$ cat src/rtl/countdown_timer_if.sv
// Control/status bundle for countdown_timer.
// The master drives load/mode/enable/abort; the slave (the timer) returns count and status.
interface countdown_timer_if #(
   parameter int WIDTH = 8
);
   logic             load;
   logic [WIDTH-1:0] load_val;
   logic             oneshot;
   logic             en;
   logic             stop;
   logic [WIDTH-1:0] count;
   logic             tick;
   logic             busy;
   logic             done;

   modport master (
      output load, load_val, oneshot, en, stop,
      input  count, tick, busy, done
   );

   modport slave (
      input  load, load_val, oneshot, en, stop,
      output count, tick, busy, done
   );
endinterface

$ cat src/rtl/countdown_timer.sv
// Loadable down-counter producing a one-cycle tick at terminal count.
// Periodic mode reloads from the captured value; one-shot mode parks in DONE.
// All outputs come straight from flops, so no input reaches an output combinationally.
module countdown_timer #(
   parameter int WIDTH = 8
) (
   input  logic               clk,
   input  logic               reset_n,
   countdown_timer_if.slave   bus
);

   typedef enum logic [1:0] {
      ST_IDLE = 2'b00,
      ST_RUN  = 2'b01,
      ST_DONE = 2'b10
   } state_t;

   localparam logic [WIDTH-1:0] ZERO = {WIDTH{1'b0}};
   localparam logic [WIDTH-1:0] ONE  = WIDTH'(1);

   state_t           r_state;
   logic [WIDTH-1:0] r_count;
   logic [WIDTH-1:0] r_reload;
   logic             r_mode;     // 1 = one-shot, 0 = periodic
   logic             r_tick;
   logic             r_busy;
   logic             r_done;

   // State, count and registered status outputs; load beats stop beats counting.
   always_ff @(posedge clk or negedge reset_n) begin
      if (!reset_n) begin
         r_state  <= ST_IDLE;
         r_count  <= ZERO;
         r_reload <= ZERO;
         r_mode   <= 1'b0;
         r_tick   <= 1'b0;
         r_busy   <= 1'b0;
         r_done   <= 1'b0;
      end else if (bus.load) begin
         // Restart from the new value; any tick due this edge is dropped.
         r_state  <= ST_RUN;
         r_count  <= bus.load_val;
         r_reload <= bus.load_val;
         r_mode   <= bus.oneshot;
         r_tick   <= 1'b0;
         r_busy   <= 1'b1;
         r_done   <= 1'b0;
      end else if (bus.stop) begin
         // Abort keeps reload and mode so a later load is the only restart path.
         r_state  <= ST_IDLE;
         r_count  <= ZERO;
         r_tick   <= 1'b0;
         r_busy   <= 1'b0;
         r_done   <= 1'b0;
      end else begin
         case (r_state)
            ST_RUN: begin
               if (bus.en) begin
                  if (r_count != ZERO) begin
                     r_count <= r_count - ONE;
                     r_tick  <= 1'b0;
                  end else begin
                     // Terminal count: zero is never decremented, so no wrap.
                     r_tick <= 1'b1;
                     if (r_mode) begin
                        r_state <= ST_DONE;
                        r_busy  <= 1'b0;
                        r_done  <= 1'b1;
                     end else begin
                        r_count <= r_reload;
                     end
                  end
               end else begin
                  r_tick <= 1'b0;
               end
            end
            ST_IDLE, ST_DONE: begin
               r_tick <= 1'b0;
            end
            default: begin
               // Unreachable encoding: fall back to a clean idle.
               r_state <= ST_IDLE;
               r_count <= ZERO;
               r_tick  <= 1'b0;
               r_busy  <= 1'b0;
               r_done  <= 1'b0;
            end
         endcase
      end
   end

   assign bus.count = r_count;
   assign bus.tick  = r_tick;
   assign bus.busy  = r_busy;
   assign bus.done  = r_done;

endmodule

$ cat src/flat_wrapper.sv
// flat-port wrapper written by rule: the top's interface ports become plain ports
module countdown_timer_flat 
#(
   parameter int WIDTH = 8
)
  (clk, reset_n, bus_load, bus_load_val, bus_oneshot, bus_en, bus_stop, bus_count, bus_tick, bus_busy, bus_done);
  countdown_timer_if #(.WIDTH(WIDTH)) bus_i ();
  input  logic clk;
  input  logic reset_n;
  input wire logic [$bits(bus_i.load)-1:0] bus_load;
  input wire logic [$bits(bus_i.load_val)-1:0] bus_load_val;
  input wire logic [$bits(bus_i.oneshot)-1:0] bus_oneshot;
  input wire logic [$bits(bus_i.en)-1:0] bus_en;
  input wire logic [$bits(bus_i.stop)-1:0] bus_stop;
  output wire logic [$bits(bus_i.count)-1:0] bus_count;
  output wire logic [$bits(bus_i.tick)-1:0] bus_tick;
  output wire logic [$bits(bus_i.busy)-1:0] bus_busy;
  output wire logic [$bits(bus_i.done)-1:0] bus_done;
  assign bus_i.load = bus_load;
  assign bus_i.load_val = bus_load_val;
  assign bus_i.oneshot = bus_oneshot;
  assign bus_i.en = bus_en;
  assign bus_i.stop = bus_stop;
  assign bus_count = bus_i.count;
  assign bus_tick = bus_i.tick;
  assign bus_busy = bus_i.busy;
  assign bus_done = bus_i.done;
  countdown_timer #(.WIDTH(WIDTH)) u_core (.clk(clk), .reset_n(reset_n), .bus(bus_i));
endmodule
$ cat config.mk
export PLATFORM = sky130hd
export DESIGN_NAME = countdown_timer_flat
export DESIGN_NICKNAME = d
export VERILOG_FILES = /design/src/rtl/countdown_timer_if.sv /design/src/rtl/countdown_timer.sv /design/src/flat_wrapper.sv
export SDC_FILE = /design/constraint.sdc
export NUM_CORES = 1
export LEC_CHECK = 0
export ABC_AREA = 0
export CAP_MARGIN = 20
export CORE_MARGIN = 5
export CORE_UTILIZATION = 49
export DETAILED_ROUTE_END_ITERATION = 8
export PLACE_DENSITY = 0.78
export SYNTH_ARGS = -nofsm -noshare
export SYNTH_HDL_FRONTEND = slang
export SYNTH_SLANG_ARGS = --single-unit
$ cat constraint.sdc
create_clock -name clk -period 2.55 [get_ports clk]
set_input_delay 0.255 -clock clk [delete_from_list [all_inputs] [get_ports clk]]
set_output_delay 0.255 -clock clk [all_outputs]
set_load 0.1 [all_outputs]
==> impl_metrics.env, run 1 <==
export IMPL_io_pins=25
export IMPL_worst_pin_slew_ns=0.916
export IMPL_synth_cell_type_count=38
export IMPL_antenna_found_initial=0
export IMPL_fp_dieArea_mm2=0.00344
export IMPL_hold_worst_slack_ns=0.456
export IMPL_drt_pass1_iter_count=4
export IMPL_gp_congestion=0.936
export IMPL_insertion_delay_ns=0.30
export IMPL_relSlewSlack_pct=38.7
export IMPL_dpl_cell_area_mm2=0.00142
export IMPL_dp_hpwl_um=2140
export IMPL_synth_area_leaders="dfrtp_1 43%, o21ai_0 6.0%, a31oi_1 4.3%, nand2_1 3.9%, inv_1 3.6%"
export IMPL_synth_async_reset_ratio_pct=100
export IMPL_cts_sinks=20
export IMPL_min_path_type="input pin to async pin"
export IMPL_final_area_mm2=0.00144
export IMPL_crit_slowest_cell="dfrtp_1"
export IMPL_slowest_delay_ns=0.45
export IMPL_htreeDepth=1
export IMPL_first_global_vias=1059
export IMPL_cts_resized_gates=0
export IMPL_cp_arrival_ns=2.40
export IMPL_synth_largest_area_cell="dfrtp_1"
export IMPL_worstPathMaxFanout=9
export IMPL_p_switching_mw=0.385
export IMPL_core_area_mm2=0.00223
export IMPL_fmax_ghz=0.455
export IMPL_ant_nets=0
export IMPL_grt_max_degree=21
export IMPL_p_leak_nw=0.629
export IMPL_worstSetupEndpointType="register"
export IMPL_grt_usage_pct=18.0
export IMPL_via_per_inst=6.10
export IMPL_setup_viol=0
export IMPL_fin_skew_ns=0.00300
export IMPL_p_int_mw=0.512
export IMPL_status="complete, no violations"
export IMPL_yosysWarnings=0
export IMPL_stdcell_count=176
export IMPL_layout_area_overhead_vs_synth_pct=24.4
export IMPL_num_vias=1073
export IMPL_peakVddDrop_mv=0.388
export IMPL_syn_num_nets=138
export IMPL_cts_made_buffers=3
export IMPL_cts_hold_buf=0
export IMPL_p_per_area_mw_per_mm2=622
export IMPL_placementRows=17
export IMPL_cap_violations=0
export IMPL_path_class="register to register"
export IMPL_rsz0062_at_grt="no"
export IMPL_grt_pass1_wl_um=4830
export IMPL_drt_wirelength_per_cell_um=16.7
export IMPL_n_antenna_cell=0
export IMPL_root_buffer="clkbuf_4"
export IMPL_cts_tree="yes"
export IMPL_drcViolationCount=0
export IMPL_io_buffers=24
export IMPL_switching_share_pct=42.9
export IMPL_synth_top_area_share_pct=43.2
export IMPL_overflow=0
export IMPL_place_inst=173
export IMPL_ys_ff_latch=20
export IMPL_drv_slew=0
export IMPL_p_clk_share_pct=17.0
export IMPL_worst_setup_path_start_kind="register"
export IMPL_clk_pin_slew_ns=0.11
export IMPL_power_mw=0.897
export IMPL_die_height_um=58.6
export IMPL_post_cts_buffers=0
export IMPL_clockBufferDepth=2
export IMPL_start_util_pct=51.9
export IMPL_layout_min_cycle_time_ns=2.20
export IMPL_power_frac_seq_pct=44.1
export IMPL_ys_flop_type="dfrtp_1"
export IMPL_synthCells=122
export IMPL_drt_iter0_drc=45
export IMPL_period_share_pct=86.2
export IMPL_synth_edf_count=0
export IMPL_drive_above_1_share_pct=18.2
export IMPL_final_hold_viol_count=0
export IMPL_tns_ns=0
export IMPL_syn_avg_cell_area_um2=9.50
export IMPL_path_cells="inv_1 > ha_1 > nor3b_2 > nand4_4 > and2_0 > a22o_1"
export IMPL_syn_area_mm2=0.00116
export IMPL_final_nets=166
export IMPL_ys_seq_area_share_pct=43.2
export IMPL_drt_total_wl_um=2940
export IMPL_die_width_um=58.6
export IMPL_cp_required_ns=2.75
export IMPL_pwr_share_comb_pct=38.9
==> metal layers <==
layer	part of all wire, %	track usage, %	vias up
li1	-	-	502
met1	44	23.7	510
met2	48	29.8	52
met3	6.7	2.63	9
met4	1.7	7.12	0
met5	0	0	-
==> synthesized netlist by cell type, types with 3 or more instances <==
cell type	instances
dfrtp_1	20
o21ai_0	14
nand2_1	12
inv_1	11
a31oi_1	8
a21oi_1	6
nor2_1	5
clkbuf_1	4
nor3_1	4
o211ai_1	3
==> sequential cells by signal, indices dropped and copies added, names as in the netlist <==
name	cells
u_core.r_reload	8
u_core.r_state	1
u_core.bus.done	1
u_core.r_mode	1
u_core.bus.count	8
u_core.bus.tick	1
==> logic make-up after synthesis <==
family | count (synthesis) | synth area share, %
AOI/OAI and AO/OA | 42 | 23.9
DFF | 20 | 43.2
adders and majority gates | 2 | 2.16
xor gates and xnor gates | 2 | 1.51
buffers and inverters | 17 | 5.72
and+or+nand+nor | 37 | 21.7
muxes | 2 | 1.84
==> through the flow <==
step / utilization, % / worst slack (ns)
global placement: 63.5 / 0.471
detailed placement: 63.5 / 0.395
CTS: 64.5 / 0.377
global route: 64.5 / 0.202
floorplan: - / 0.164
finish: 64.5 / 0.352
==> power groups by stage <==
stage	combinational (mW)	sequential (mW)	clock [mW]
final	0.349	0.396	0.152
after global routing	0.371	0.400	0.164
after CTS	0.348	0.394	0.153
after detailed placement	0.346	0.400	0
after global placement	0.342	0.399	0
after floorplan	0.126	0.518	0
==> cell usage in the layout, fill, tap and decap left out, drive strengths merged, types with 2 or more instances in the layout <==
cell type      count
a21oi              6
clkdlybuf4s50     13
a31oi              8
nand2             12
nor4b              2
o21ai             14
and3               2
xnor2              2
dfrtp             20
ha                 2
o311ai             3
buf               16
o211ai             3
nor3               4
a211oi             2
nor2               5
inv               11
a22o               2
clkbuf             3
nor3b              2
==> final timing paths <==
path | start | slack, ns | cells after the start | end
max in group asynchronous | reset_n | 1.54 | 1 | u_core.r_reload[0]$_DFFE_PN0P_
max reg2reg | u_core.bus.count[0]$_DFFE_PN0P_ | 0.35 | 6 | u_core.bus.count[4]$_DFFE_PN0P_
min reg2reg | u_core.r_reload[5]$_DFFE_PN0P_ | 0.53 | 2 | u_core.r_reload[5]$_DFFE_PN0P_
min in group clk | u_core.r_reload[5]$_DFFE_PN0P_ | 0.53 | 2 | u_core.r_reload[5]$_DFFE_PN0P_
max | u_core.bus.count[0]$_DFFE_PN0P_ | 0.35 | 6 | u_core.bus.count[4]$_DFFE_PN0P_
min | reset_n | 0.46 | 1 | u_core.r_reload[4]$_DFFE_PN0P_
==> area by class of cell <==
cell class	instances	area, um^2
clock buffers	3	22.5
multi-input cells	85	592
repair buffers	29	250
well taps	28	35.0
inverters	11	41.3
fillers	193	792
flip-flops and latches	20	500
==> critical path, delay by kind of cell, from the launching register on <==
family | cells | cell delay (ns)
and+or+nand+nor | 3 | 0.93
DFF | 1 | 0.45
AOI/OAI and AO/OA | 1 | 0.29
adders and majority gates | 1 | 0.28
buffers and inverters | 1 | 0.14
(Power assumes the default switching activity.)
==> inputs of run 2 (changes only) <==
--- a/config.mk
+++ b/config.mk
@@ -11,6 +11,7 @@
 export CORE_UTILIZATION = 49
 export DETAILED_ROUTE_END_ITERATION = 8
 export PLACE_DENSITY = 0.78
+export SETUP_SLACK_MARGIN = 0.05
 export SYNTH_ARGS = -nofsm -noshare
 export SYNTH_HDL_FRONTEND = slang
 export SYNTH_SLANG_ARGS = --single-unit
==> constraint.sdc (replaced) <==
create_clock -name clk -period 2.55 [get_ports clk]
set_input_delay 0.51 -clock clk [delete_from_list [all_inputs] [get_ports clk]]
set_output_delay 0.51 -clock clk [all_outputs]
set_load 0.1 [all_outputs]
==> impl_metrics.env, run 2 (synthesis gave the netlist of run 1 again) <==
export IMPL_grt_max_degree=21
export IMPL_die_width_um=58.6
export IMPL_p_switching_mw=0.375
export IMPL_switching_share_pct=42.2
export IMPL_final_nets=167
export IMPL_tns_ns=0
export IMPL_first_global_vias=984
export IMPL_setup_viol=0
export IMPL_dp_hpwl_um=2080
export IMPL_start_util_pct=51.9
export IMPL_power_frac_seq_pct=44.5
export IMPL_insertion_delay_ns=0.30
export IMPL_drt_pass1_iter_count=4
export IMPL_path_cells="inv_1 > ha_1 > nor3b_2 > nand4_4 > and2_0 > a22o_1"
export IMPL_cts_sinks=20
export IMPL_post_cts_buffers=0
export IMPL_placementRows=17
export IMPL_period_share_pct=86.1
export IMPL_worstPathMaxFanout=9
export IMPL_overflow=0
export IMPL_grt_usage_pct=18.1
export IMPL_fin_skew_ns=0.00162
export IMPL_cp_required_ns=2.74
export IMPL_drt_iter0_drc=23
export IMPL_n_antenna_cell=0
export IMPL_num_vias=1039
export IMPL_cts_tree="yes"
export IMPL_mostFrequentLayoutCell="dfrtp_1"
export IMPL_crit_slowest_cell="dfrtp_1"
export IMPL_htreeDepth=1
export IMPL_critPathTopFamily="simple AND/OR/NAND/NOR gates"
export IMPL_worst_pin_slew_ns=0.557
export IMPL_fillers=177
export IMPL_io_pins=25
export IMPL_drive_above_1_share_pct=18.8
export IMPL_crit_buf_inv=1
export IMPL_fmax_ghz=0.456
export IMPL_final_hold_viol_count=0
export IMPL_status="complete, no violations"
export IMPL_path_class="register to register"
export IMPL_rsz0062_at_grt="no"
export IMPL_drt_total_wl_um=2820
export IMPL_drt_wirelength_per_cell_um=15.9
export IMPL_layout_area_overhead_vs_synth_pct=25.1
export IMPL_pwr_share_comb_pct=39.0
export IMPL_clockBufferDepth=2
export IMPL_layout_min_cycle_time_ns=2.19
export IMPL_antenna_found_initial=0
export IMPL_gp_congestion=0.924
export IMPL_die_height_um=58.6
export IMPL_ant_nets=0
export IMPL_worstSetupEndpointType="register"
export IMPL_slowest_delay_ns=0.44
export IMPL_min_path_type="input pin to async pin"
export IMPL_p_clk_share_pct=16.5
export IMPL_drv_slew=0
export IMPL_root_buffer="clkbuf_4"
export IMPL_cp_arrival_ns=2.39
export IMPL_cts_hold_buf=0
export IMPL_worst_setup_path_start_kind="register"
export IMPL_io_buffers=24
export IMPL_relSlewSlack_pct=62.9
export IMPL_final_cell_mix="20 x dfrtp_1, 17 x buf_4, 14 x o21ai_0"
export IMPL_via_per_inst=5.87
export IMPL_fp_dieArea_mm2=0.00344
export IMPL_grt_pass1_wl_um=4790
export IMPL_drcViolationCount=0
export IMPL_peakVddDrop_mv=0.450
export IMPL_cts_resized_gates=0
export IMPL_p_leak_nw=0.634
export IMPL_core_area_mm2=0.00223
export IMPL_cts_made_buffers=3
export IMPL_p_per_area_mw_per_mm2=613
export IMPL_power_mw=0.888
export IMPL_cap_violations=0
export IMPL_clk_pin_slew_ns=0.10
export IMPL_p_int_mw=0.513
==> run 2: cell types whose count changed in the layout (fill, tap and decap cells not counted) <==
cell and change:
buf_4 +1
==> run 2: final cells by class <==
type | count | area (um^2) | share of cell area (%)
inverters | 11 | 41.3 | 2.85
repair buffers | 30 | 258 | 17.8
well taps | 28 | 35.0 | 2.42
flip-flops and latches | 20 | 500 | 34.5
multi-input cells | 85 | 592 | 40.8
clock buffers | 3 | 22.5 | 1.55
==> run 2: worst paths after layout <==
kind | start | endpoint | slack, ns | depth (start not counted)
min reg2reg | u_core.r_reload[5]$_DFFE_PN0P_ | u_core.r_reload[5]$_DFFE_PN0P_ | 0.53 | 2
max in group asynchronous | reset_n | u_core.r_reload[0]$_DFFE_PN0P_ | 1.81 | 2
max | u_core.bus.count[0]$_DFFE_PN0P_ | u_core.bus.count[4]$_DFFE_PN0P_ | 0.36 | 6
min in group clk | u_core.r_reload[5]$_DFFE_PN0P_ | u_core.r_reload[5]$_DFFE_PN0P_ | 0.53 | 2
min | reset_n | u_core.r_mode$_DFFE_PN0P_ | 0.53 | 2
max reg2reg | u_core.bus.count[0]$_DFFE_PN0P_ | u_core.bus.count[4]$_DFFE_PN0P_ | 0.36 | 6
==> run 2: metal layers <==
metal | track usage (%) | part of all wire, %
met1 | 23.7 | 44
met2 | 28.5 | 48
met3 | 5.48 | 6.8
met4 | 6.15 | 0.99
met5 | 0 | 0
==> run 2: worst register-to-register path: stages (launching register included) <==
cell	delay (ns)
dfrtp_1	0.44
inv_1	0.13
ha_1	0.26
nor3b_2	0.32
nand4_4	0.21
and2_0	0.42
a22o_1	0.31
==> run 2: power by group through the flow <==
stage                     Combinational (mW)  Clock [mW]  Sequential [mW]
final                                  0.347       0.146            0.395
after global routing                   0.368       0.169            0.402
after CTS                              0.347       0.153            0.394
after detailed placement               0.346           0            0.400
after global placement                 0.342           0            0.398
after floorplan                        0.126           0            0.518
==> run 2: per-stage QoR <==
stage	util, %	hold WS (ns)	setup slack [ns]	instance area [um^2]	std cells
after floorplan	-	0.214	0.164	1160	122
after global placement	63.9	0.507	0.264	1430	174
after detailed placement	63.9	0.521	0.160	1430	174
after CTS	64.9	0.530	0.374	1450	177
after global routing	64.9	0.533	0.213	1450	177
final	64.9	0.535	0.355	1450	177
==> inputs of run 3 (changes only) <==
--- a/config.mk
+++ b/config.mk
@@ -8,9 +8,10 @@
 export ABC_AREA = 0
 export CAP_MARGIN = 20
 export CORE_MARGIN = 5
-export CORE_UTILIZATION = 49
+export CORE_UTILIZATION = 50
+export CTS_BUF_LIST = sky130_fd_sc_hd__clkbuf_8 sky130_fd_sc_hd__clkbuf_16
 export DETAILED_ROUTE_END_ITERATION = 8
-export PLACE_DENSITY = 0.78
+export DONT_BUFFER_PORTS = 1
 export SETUP_SLACK_MARGIN = 0.05
 export SYNTH_ARGS = -nofsm -noshare
 export SYNTH_HDL_FRONTEND = slang
==> impl_metrics.env, run 3 (synthesis gave the netlist of run 1 again) <==
export IMPL_status="complete, no violations"
export IMPL_n_antenna_cell=0
export IMPL_drive_above_1_share_pct=16.8
export IMPL_via_per_inst=6.10
export IMPL_period_share_pct=85.9
export IMPL_placementRows=17
export IMPL_layout_area_overhead_vs_synth_pct=12.4
export IMPL_first_global_vias=1032
export IMPL_grt_max_degree=23
export IMPL_switching_share_pct=40.9
export IMPL_htreeDepth=1
export IMPL_fp_dieArea_mm2=0.00338
export IMPL_path_class="register to register"
export IMPL_timing_rr_start="u_core.bus.count[0]$_DFFE_PN0P_"
export IMPL_clockBufferDepth=2
export IMPL_min_path_type="input pin to register"
export IMPL_peakVddDrop_mv=0.370
export IMPL_hold_depth=1
export IMPL_die_width_um=58.1
export IMPL_p_per_area_mw_per_mm2=703
export IMPL_root_buffer="clkbuf_8"
export IMPL_worstSetupEndpointType="register"
export IMPL_p_leak_nw=0.566
export IMPL_r2r_end="u_core.bus.count[0]$_DFFE_PN0P_"
export IMPL_layout_min_cycle_time_ns=2.19
export IMPL_power_frac_seq_pct=42.1
export IMPL_final_nets=149
export IMPL_final_cell_mix="20 x dfrtp_1, 14 x o21ai_0, 12 x nand2_1"
export IMPL_drt_total_wl_um=2720
export IMPL_cts_tree="yes"
export IMPL_cap_violations=0
export IMPL_min_from="bus_load"
export IMPL_io_pins=25
export IMPL_cts_made_buffers=3
export IMPL_die_height_um=58.1
export IMPL_ant_nets=0
export IMPL_worstPathMaxFanout=9
export IMPL_p_int_mw=0.541
export IMPL_drt_wirelength_per_cell_um=17.1
export IMPL_fmax_ghz=0.457
export IMPL_dp_hpwl_um=1970
export IMPL_final_hold_viol_count=0
export IMPL_worst_setup_path_start_kind="register"
export IMPL_grt_pass1_wl_um=4660
export IMPL_p_clk_share_pct=22.8
export IMPL_cts_sinks=20
export IMPL_drcViolationCount=0
export IMPL_drt_pass1_iter_count=4
export IMPL_hold_worst_slack_ns=0.344
export IMPL_clk_pin_slew_ns=0.07
export IMPL_drv_slew=0
export IMPL_grt_usage_pct=17.8
export IMPL_rsz0062_at_grt="no"
export IMPL_fin_skew_ns=0.00143
export IMPL_rrSetupSlack_ns=0.36
export IMPL_overflow=0
export IMPL_relSlewSlack_pct=41.1
export IMPL_cp_required_ns=2.70
export IMPL_min_to="u_core.r_reload[6]$_DFFE_PN0P_"
export IMPL_worst_pin_slew_ns=0.881
export IMPL_io_buffers=0
export IMPL_antenna_found_initial=0
export IMPL_num_vias=970
export IMPL_cp_arrival_ns=2.34
export IMPL_core_area_mm2=0.00221
export IMPL_pwr_share_comb_pct=35.1
export IMPL_tns_ns=0
export IMPL_gp_congestion=0.828
export IMPL_start_util_pct=52.4
export IMPL_drt_iter0_drc=26
export IMPL_mostFrequentLayoutCell="dfrtp_1"
export IMPL_cts_resized_gates=0
export IMPL_r2r_cells=6
export IMPL_insertion_delay_ns=0.26
export IMPL_setup_viol=0
export IMPL_post_cts_buffers=0
export IMPL_p_switching_mw=0.375
-- run 3: cell count changes in the layout (fill, tap and decap cells not counted) --
cell,previous run,this run
dlygate4sd3_1,0,1
buf_4,17,11
clkdlybuf4s50_1,13,0
clkbuf_8,0,3
clkbuf_4,3,0
-- run 3: worst max path at each step --
stage / start / endpoint / slack [ns] / cells after the start
final: u_core.bus.count[0]$_DFFE_PN0P_ / u_core.bus.count[0]$_DFFE_PN0P_ / 0.36 / 6
after global routing: u_core.bus.count[0]$_DFFE_PN0P_ / u_core.bus.count[0]$_DFFE_PN0P_ / 0.27 / 6
after CTS: u_core.bus.count[0]$_DFFE_PN0P_ / u_core.bus.count[0]$_DFFE_PN0P_ / 0.40 / 6
after detailed placement: u_core.bus.count[0]$_DFFE_PN0P_ / u_core.bus.count[0]$_DFFE_PN0P_ / 0.42 / 6
after global placement: u_core.bus.count[0]$_DFFE_PN0P_ / u_core.bus.count[0]$_DFFE_PN0P_ / 0.49 / 6
after floorplan: u_core.bus.count[0]$_DFFE_PN0P_ / u_core.bus.count[0]$_DFFE_PN0P_ / 0.16 / 7
-- run 3: cell type report --
class / instances / area (um^2)
well taps: 28 / 35.0
inverters: 11 / 41.3
clock buffers: 3 / 41.3
fillers: 204 / 910
flip-flops and latches: 20 / 500
multi-input cells: 85 / 592
repair buffers: 12 / 92.6
-- run 3: per-stage QoR --
| step | utilization (%) | area [um^2] | power, mW | cells | worst slack (ns) |
|---|---|---|---|---|---|
| 2_1_floorplan | - | 1160 | 0.644 | 122 | 0.164 |
| 3_3_place_gp | 56.6 | 1250 | 0.705 | 155 | 0.492 |
| 3_5_place_dp | 56.6 | 1250 | 0.705 | 155 | 0.418 |
| 4_1_cts | 58.9 | 1300 | 0.922 | 159 | 0.404 |
| 5_1_grt | 58.9 | 1300 | 0.957 | 159 | 0.269 |
| 6_report | 58.9 | 1300 | 0.916 | 159 | 0.361 |
-- run 3: worst max-delay path: stages (launching register included) --
cell and delay, ns:
dfrtp_1 0.38, inv_1 0.11, ha_1 0.26, nor3b_2 0.40
nand4_4 0.22, and2_0 0.42, a22o_1 0.30
-- run 3: what timing repair did --
action	in CTS	in global routing
hold buffers	1	0
endpoints found under the setup margin	0	0
hold endpoints to repair	20	0
-- run 3: layer usage --
layer	vias up	global-route usage [%]	part of all wire (%)
met5	-	0	0
met4	0	7.62	1.4
met3	3	4.01	6.0
met2	30	27.7	47
met1	465	23.7	45
li1	472	-	-
-- run 3: power groups by stage --
stage                     Combinational, mW  Clock [mW]  Sequential (mW)
final                                 0.322       0.209            0.386
after global routing                  0.346       0.221            0.391
after CTS                             0.323       0.214            0.385
after detailed placement              0.314           0            0.391
after global placement                0.315           0            0.390
after floorplan                       0.126           0            0.518
